**src/rtl/psk_symbol_mapper.sv**
```systemverilog
// Serial-bit to QPSK/8-PSK Gray-mapped I/Q symbol source with valid/ready output.
// Optional internal PRBS-9 bit source enabled by defining PSK_MAPPER_PRBS_SRC_EN.
module psk_symbol_mapper #(
    parameter int unsigned DATA_WIDTH = 10,
    parameter int unsigned CNT_WIDTH  = 16
) (
    input  logic                         clk,
    input  logic                         reset,
    input  logic [2:0]                   mode_i,
    input  logic                         enable_i,
    input  logic                         bit_i,
    input  logic                         bit_val_i,
    output logic                         bit_rdy_o,
    output logic signed [DATA_WIDTH-1:0] I_data_o,
    output logic signed [DATA_WIDTH-1:0] Q_data_o,
    output logic                         data_val_o,
    input  logic                         data_rdy_i,
    output logic [CNT_WIDTH-1:0]         sym_cnt_o
);

    localparam int unsigned SYM_W  = 3;
    localparam int unsigned BCNT_W = 2;
    localparam logic [2:0]  MODE_QPSK = 3'b001;

    localparam logic signed [DATA_WIDTH-1:0] P256 = DATA_WIDTH'(256);
    localparam logic signed [DATA_WIDTH-1:0] N256 = DATA_WIDTH'(-256);
    localparam logic signed [DATA_WIDTH-1:0] P180 = DATA_WIDTH'(180);
    localparam logic signed [DATA_WIDTH-1:0] N180 = DATA_WIDTH'(-180);
    localparam logic signed [DATA_WIDTH-1:0] P98  = DATA_WIDTH'(98);
    localparam logic signed [DATA_WIDTH-1:0] N98  = DATA_WIDTH'(-98);

    typedef enum logic [0:0] {
        IDLE    = 1'b0,
        COLLECT = 1'b1
    } state_t;

    state_t                         state_q, state_d;
    logic [2:0]                     mode_q, mode_d;
    logic [BCNT_W-1:0]              need_q, need_d;
    logic [BCNT_W-1:0]              bit_cnt_q, bit_cnt_d;
    logic [SYM_W-1:0]               sym_q, sym_d;
    logic signed [DATA_WIDTH-1:0]   i_d, q_d;
    logic                           val_d;
    logic [CNT_WIDTH-1:0]           cnt_d;

    logic                           bit_src;
    logic                           bit_valid;
    logic                           bit_accept;
    logic                           completing_bit;
    logic [BCNT_W-1:0]              bit_cnt_inc;

`ifdef PSK_MAPPER_PRBS_SRC_EN
    logic [8:0] prbs_q;
    logic       unused_bit_inputs;

    assign unused_bit_inputs = bit_i ^ bit_val_i;
    assign bit_src           = prbs_q[8];
    assign bit_valid         = 1'b1;

    // PRBS-9 (x^9 + x^5 + 1), advanced only when its MSB is consumed
    always_ff @(posedge clk) begin
        if (reset) begin
            prbs_q <= 9'h1FF;
        end else if (bit_accept) begin
            prbs_q <= {prbs_q[7:0], prbs_q[8] ^ prbs_q[4]};
        end
    end
`else
    assign bit_src   = bit_i;
    assign bit_valid = bit_val_i;
`endif

    // Gray-coded constellation lookup; QPSK uses the two LSBs of the symbol
    function automatic logic [2*DATA_WIDTH-1:0] map_point(input logic is_qpsk,
                                                          input logic [SYM_W-1:0] s);
        logic signed [DATA_WIDTH-1:0] pi;
        logic signed [DATA_WIDTH-1:0] pq;
        pi = P180;
        pq = P180;
        if (is_qpsk) begin
            unique case (s[1:0])
                2'b00:   begin pi = P180; pq = P180; end
                2'b01:   begin pi = N180; pq = P180; end
                2'b11:   begin pi = N180; pq = N180; end
                default: begin pi = P180; pq = N180; end
            endcase
        end else begin
            unique case (s)
                3'b000:  begin pi = P256; pq = P98;  end
                3'b001:  begin pi = P98;  pq = P256; end
                3'b011:  begin pi = N98;  pq = P256; end
                3'b010:  begin pi = N256; pq = P98;  end
                3'b110:  begin pi = N256; pq = N98;  end
                3'b111:  begin pi = N98;  pq = N256; end
                3'b101:  begin pi = P98;  pq = N256; end
                default: begin pi = P256; pq = N98;  end
            endcase
        end
        return {pi, pq};
    endfunction

    // Only the bit that would complete a symbol waits for a full output register
    assign completing_bit = (state_q == COLLECT) && (bit_cnt_q == BCNT_W'(need_q - 2'd1));
    assign bit_rdy_o      = enable_i && !(completing_bit && data_val_o && !data_rdy_i);
    assign bit_accept     = bit_valid && bit_rdy_o;
    assign bit_cnt_inc    = BCNT_W'(bit_cnt_q + 2'd1);

    always_comb begin
        state_d   = state_q;
        mode_d    = mode_q;
        need_d    = need_q;
        bit_cnt_d = bit_cnt_q;
        sym_d     = sym_q;
        i_d       = I_data_o;
        q_d       = Q_data_o;
        val_d     = data_val_o;
        cnt_d     = sym_cnt_o;

        if (data_val_o && data_rdy_i) begin
            val_d = 1'b0;
            cnt_d = sym_cnt_o + CNT_WIDTH'(1);
        end

        if (!enable_i) begin
            state_d   = IDLE;
            bit_cnt_d = '0;
            sym_d     = '0;
        end else if (bit_accept) begin
            unique case (state_q)
                IDLE: begin
                    mode_d    = mode_i;
                    need_d    = (mode_i == MODE_QPSK) ? 2'd2 : 2'd3;
                    sym_d     = {2'b00, bit_src};
                    bit_cnt_d = 2'd1;
                    state_d   = COLLECT;
                end
                default: begin
                    sym_d     = {sym_q[1:0], bit_src};
                    bit_cnt_d = bit_cnt_inc;
                    if (bit_cnt_inc == need_q) begin
                        {i_d, q_d} = map_point(mode_q == MODE_QPSK, sym_d);
                        val_d      = 1'b1;
                        bit_cnt_d  = '0;
                        state_d    = IDLE;
                    end
                end
            endcase
        end
    end

    always_ff @(posedge clk) begin
        if (reset) begin
            state_q    <= IDLE;
            mode_q     <= '0;
            need_q     <= '0;
            bit_cnt_q  <= '0;
            sym_q      <= '0;
            I_data_o   <= '0;
            Q_data_o   <= '0;
            data_val_o <= 1'b0;
            sym_cnt_o  <= '0;
        end else begin
            state_q    <= state_d;
            mode_q     <= mode_d;
            need_q     <= need_d;
            bit_cnt_q  <= bit_cnt_d;
            sym_q      <= sym_d;
            I_data_o   <= i_d;
            Q_data_o   <= q_d;
            data_val_o <= val_d;
            sym_cnt_o  <= cnt_d;
        end
    end

endmodule

```
**config.mk**
```make
export PLATFORM = sky130hd
export DESIGN_NAME = psk_symbol_mapper
export DESIGN_NICKNAME = d
export VERILOG_FILES = /design/src/rtl/psk_symbol_mapper.sv
export SDC_FILE = /design/constraint.sdc
export NUM_CORES = 1
export LEC_CHECK = 0
export CAP_MARGIN = 10
export CORE_MARGIN = 8
export CORE_UTILIZATION = 45
export DETAILED_ROUTE_END_ITERATION = 8
export GPL_TIMING_DRIVEN = 0
export PLACE_DENSITY = 0.76
export RECOVER_POWER = 25
export SKIP_LAST_GASP = 1
export SYNTH_ARGS = -nofsm -noshare
export SYNTH_HDL_FRONTEND = slang
export SYNTH_SLANG_ARGS = --single-unit
```
**constraint.sdc**
```tcl
create_clock -name clk -period 1.4 [get_ports clk]
set_input_delay 0.35 -clock clk [delete_from_list [all_inputs] [get_ports clk]]
set_output_delay 0.35 -clock clk [all_outputs]
set_load 0.03 [all_outputs]
```
==> impl_metrics.toml <==
[detailed_routing]
first_pass_iters = 4
drc = 0
drt_first_iter_violations = 146
viasPerCell = 5.64
wl_per_cell_microns = 15.0
antenna_left = 0
via_count = 1956
drt-total-wl_microns = 5200

[global_routing]
grt-ovfl-total = 0
grt_usage = 0.142
grt_antenna_before_repair = 0
grt_pass1_wl_microns = 8490
top_usage_layer = "met2"
grt_max_degree = 14
met2_usage = 0.228
use_met3 = 0.0371
grt_pass1_vias = 1835
met1_usage = 0.174

[yosys]
synth_warnings = 0
synth_flop_cell = "dfxtp_1"
synth-seq-area-share = 0.424
netlist_area_sq_mm = 0.00203
synth.distinct_cells = 49
synth_top_area_cell = "dfxtp_1"
synth-edff-count = 0
syn_inst = 231
synth.area.top_cells = "dfxtp_1, a21oi_1, xor2_1, nand2_1, nor2_1"
synthArstFlopShare = 0
synth_most_common_cell = "dfxtp_1"
post-synth-top-area-fraction = 0.424
ys_ff_latch = 43
syn_avg_cell_area_sq_um = 8.79
synth_top_cells_by_count = "dfxtp_1, nand2_1, a21oi_1, nor2_1"

[finish]
antenna_cells = 0
nets = 304
drive_gt1_frac = 0.336
area_growth_pct = 38.0
fillers = 379

[critical_path]
end_kind = "primary output"
rr_startpoint = "bit_cnt_q[1]"
critPathKind = "flip-flop to primary output"
crit_arrival_ns = 1.46
worst_ep_required_time_ns = 1.05
critPathMaxFanout = 2
startpoint = "bit_cnt_q[1]"
startpoint_type = "flip-flop"

[clock_network]
h-tree-depth = 2
path_clk_slew_ns = 0.08
cts_tree = "done"
cts-root-buf = "clkbuf_8"
numCtsBuffers = 5
cts_buffer_depth = 2
clkSinkCount = 43
ctsHoldBuffers = 0
clkLatencyLatePin_ns = 0.29

[floorplan]
core_area_sq_mm = 0.00435
num_io_pins = 47
die_x_microns = 83.2
fp-row-count = 24
die_height_microns = 83.2
die_area_sq_mm = 0.00692
initial_core_util = 0.466

[flow_run]
cap_violations = 0

[timing]
min_period_ns = 1.81
fin_ws_ns = -0.406
max_freq_ghz = 0.554
rsz0062_at_grt = "yes"
setup_violations = 26
fin_crit_sh = 1.29
slew_violations = 0
hold_violations = 0
clock_skew_ns = 0.0116
tns_ns = -3.31

[worst_hold_path]
min_path_type = "input pin to flip-flop"
min_from = "data_rdy_i"

[pwr]
power.density_mw_per_mm2 = 815
vdd_drop_max_mv = 0.529
leakage_uw = 0.00111

[place]
dp_hpwl_microns = 3620
dp_slack_ns = -1.14
gp_congestion = 0.837
port_buffers = 43

[outcome]
violations = "setup timing"
outcome = "finished with violations"
==> what timing repair did <==
action | 4_1_cts | 5_1_grt
cloned | 0 | 1
gates resized for setup | 90 | 63
buffers inserted | 4 | 9
setup endpoints to repair | 78 | 61
pin swaps | 4 | 9
==> critical path, cell delays in order, from the launching register on <==
cell and delay [ns]:
dfxtp_4 0.37, xnor2_4 0.18, mux2_4 0.34, a21boi_4 0.13, buf_6 0.14
==> final timing paths <==
check | slack [ns] | cells past startpoint | to
min reg2reg | 0.48 | 2 | I_data_o[8]
max reg2reg | -0.21 | 6 | Q_data_o[7]
max | -0.41 | 4 | bit_rdy_o
min | 0.45 | 3 | sym_cnt_o[1]
==> cell families (layout without fill, tap and decap cells) <==
kind of cell | after synthesis | in the layout | synth area share
adder cells (fa/ha/maj) | 1 | 1 | 0.00616
multiplexers | 4 | 4 | 0.0290
AND/OR/NAND/NOR | 92 | 92 | 0.245
other | 1 | 2 | 0.00185
AO/OA/AOI/OAI | 58 | 58 | 0.185
buffers and inverters | 20 | 83 | 0.0530
flip-flops | 43 | 43 | 0.424
XOR/XNOR | 12 | 12 | 0.0555
==> metrics by stage <==
step,utilization,hold WS (ns),total power (uW),instances,cell area [sq um]
6_report,0.643,0.450,2280,347,2800
3_3_place_gp,0.601,0.459,1480,327,2620
4_1_cts,0.634,0.468,2270,338,2760
5_1_grt,0.643,0.462,2380,347,2800
2_1_floorplan,-,0.459,1410,232,2120
3_5_place_dp,0.601,0.467,1480,327,2620
==> sequential cells by signal, summed over array words and instances, names as in the netlist <==
signal / cells
sym_q: 2
I_data_o: 8
bit_cnt_q: 2
sym_cnt_o: 16
data_val_o: 1
mode_q: 3
Q_data_o: 8
state_q: 1
need_q: 2
==> layout make-up <==
class	count	area, sq um	area share
Buffer	14	96.3	0.0344
Sequential cell	43	898	0.321
Timing Repair Buffer	57	448	0.160
Multi-Input combinational cell	169	1190	0.424
Clock inverter	1	5.00	0.00179
Inverter	4	15.0	0.00536
Tap cell	52	65.1	0.0232
Clock buffer	7	86.3	0.0308
==> routing by layer <==
| layer | vias up | part of all wire |
|---|---|---|
| met3 | 4 | 0.039 |
| met5 | - | 0 |
| met1 | 945 | 0.47 |
| met2 | 39 | 0.48 |
| li1 | 968 | - |
| met4 | 0 | 0.011 |
==> where the power goes <==
group          switching (uW)  total (uW)  internal (uW)  leakage, uW
Clock                     406         804            398    0.0000482
Combinational             136         235           98.9     0.000710
Sequential               21.1        1240           1220     0.000357
==> layout by cell type (no fill, tap or decap), types with 3 or more instances in the layout <==
cell             instances
inv_1                    4
buf_6                    6
dfxtp_4                  8
clkdlybuf4s50_1          4
nor2_1                  19
clkbuf_1                 3
nand2_1                 20
nand3_1                 11
nand2b_1                 5
o211ai_1                 4
clkbuf_8                 6
buf_2                    6
dfxtp_1                 29
a31oi_1                  4
buf_4                   16
xor2_1                  11
nand4_1                 10
dfxtp_2                  6
a311oi_1                 7
clkdlybuf4s15_1         11
clkbuf_2                21
o21ai_0                 11
a21oi_1                 19
(Power assumes the default switching activity.)
==> patch: new RTL, same settings <==
Add an input register stage for `mode_i`, cleared by the reset; this delays it by one clock. The other inputs are not delayed to match.
--- a/src/rtl/psk_symbol_mapper.sv
+++ b/src/rtl/psk_symbol_mapper.sv
@@ -33,6 +33,16 @@
         IDLE    = 1'b0,
         COLLECT = 1'b1
     } state_t;
+
+    logic [2:0] mode_r;
+
+    always_ff @(posedge clk) begin
+        if (reset) begin
+            mode_r <= '0;
+        end else begin
+            mode_r <= mode_i;
+        end
+    end
 
     state_t                         state_q, state_d;
     logic [2:0]                     mode_q, mode_d;
@@ -128,8 +138,8 @@
         end else if (bit_accept) begin
             unique case (state_q)
                 IDLE: begin
-                    mode_d    = mode_i;
-                    need_d    = (mode_i == MODE_QPSK) ? 2'd2 : 2'd3;
+                    mode_d    = mode_r;
+                    need_d    = (mode_r == MODE_QPSK) ? 2'd2 : 2'd3;
                     sym_d     = {2'b00, bit_src};
                     bit_cnt_d = 2'd1;
                     state_d   = COLLECT;
Formal check against the unedited RTL: not equivalent (a bounded check fails within 4 cycles, from zero or initial values and one cycle with reset high).
==> patch against the original RTL <==
  * The flow still finishes with violations (setup timing)
  * Critical path type unchanged
  * Largest cell class unchanged
  * Power grew 2.0%
  * Design area grew 4.8%
  * Synthesized area grew 5.5%
  * Routed wire length grew 13%
  * Hold slack lost 0.031 ns
  * Count of clock-buffer cells in the layout shrank 1
  * Setup slack lost 0.060 ns
  * Sequential cell count grew 3
==> patch: results (changes against the original RTL) <==
The run finished, with violations left. The final reports fail on setup timing. The largest voltage drop on the vdd net is 0.5052 mV (-4.6%).

The adder-cell share of the synthesized area is 0.5838% (-0.032 points). The number of input and output port buffers inserted came out at 42 (-2.3%). The maximum number of pins on one net before global-route repair is 15 (+1).

The total leakage power is 1.096 nW (-1.7%). The worst-case setup slack after placement came out at -1.231 ns (-0.08841 ns). The overall routed net length is 5870 um (+13%). The met1 wire length came to 2658 um (+9.1%). The final count of negative-setup-slack endpoints came to 41 (+58%). The instance area at placement came to 2723 um2 (+4.0%). The worst hold margin came out at 0.4196 ns (-0.03056 ns). The register-to-register setup slack is -0.42 ns (-0.21 ns).

The share of post-route cells with drive strength above 1 is 33.33% (-0.23 points). The total global-route track usage came out at 15.60% (+1.4 points). The post-synthesis compound-gate area fraction is 19.56% (+1.0 points). The post-synthesis cell type count is 52 (+6.1%). The share of cell area taken by muxes after synthesis is 3.678% (+0.78 points). The via count of the first global-routing pass came out at 1995 (+8.7%).

The weighted congestion reported at the end of routability-driven placement was 0.8509 (+1.7%). The first-pass GRT wire length is 9328 um (+9.9%). The final worst clock skew is 0.002653 ns (-0.008904 ns). The minimum setup slack in the final design is -0.4655 ns (-0.05958 ns). The sequential-to-total area share from yosys stat is 42.97% (+0.57 points).

The critical path arrival is 1.52 ns (+0.06 ns).
patch: per-stage QoR:
stage	setup TNS, ns	std cells
global route	-11.82	366
floorplan	-1.227	243
CTS	-5.497	360
global placement	-22.93	339
detailed placement	-23.94	339
finish	-7.710	366
patch: where the power goes:
group	leakage (nW)	switching, mW	total (mW)	internal (mW)
clock network	0.0450	0.430	0.776	0.346
registers	0.384	0.0163	1.32	1.30
logic	0.667	0.138	0.233	0.0943
total	1.10	0.585	2.33	1.74
patch: cell type report:
class,count,area (um2)
Tap cell,54,67.56
Clock buffer,6,72.57
Inverter,7,26.28
Timing Repair Buffer,61,444.2
Multi-Input combinational cell,173,1232
Buffer,17,113.9
Sequential cell,46,969.7
Fill cell,394,1724
Clock inverter,2,10.01
patch: layer usage:
metal	vias up	global-route usage [%]
li1	1013	-
met5	-	0
met1	988	19.26
met2	76	24.72
met3	6	5.502
met4	0	4.693
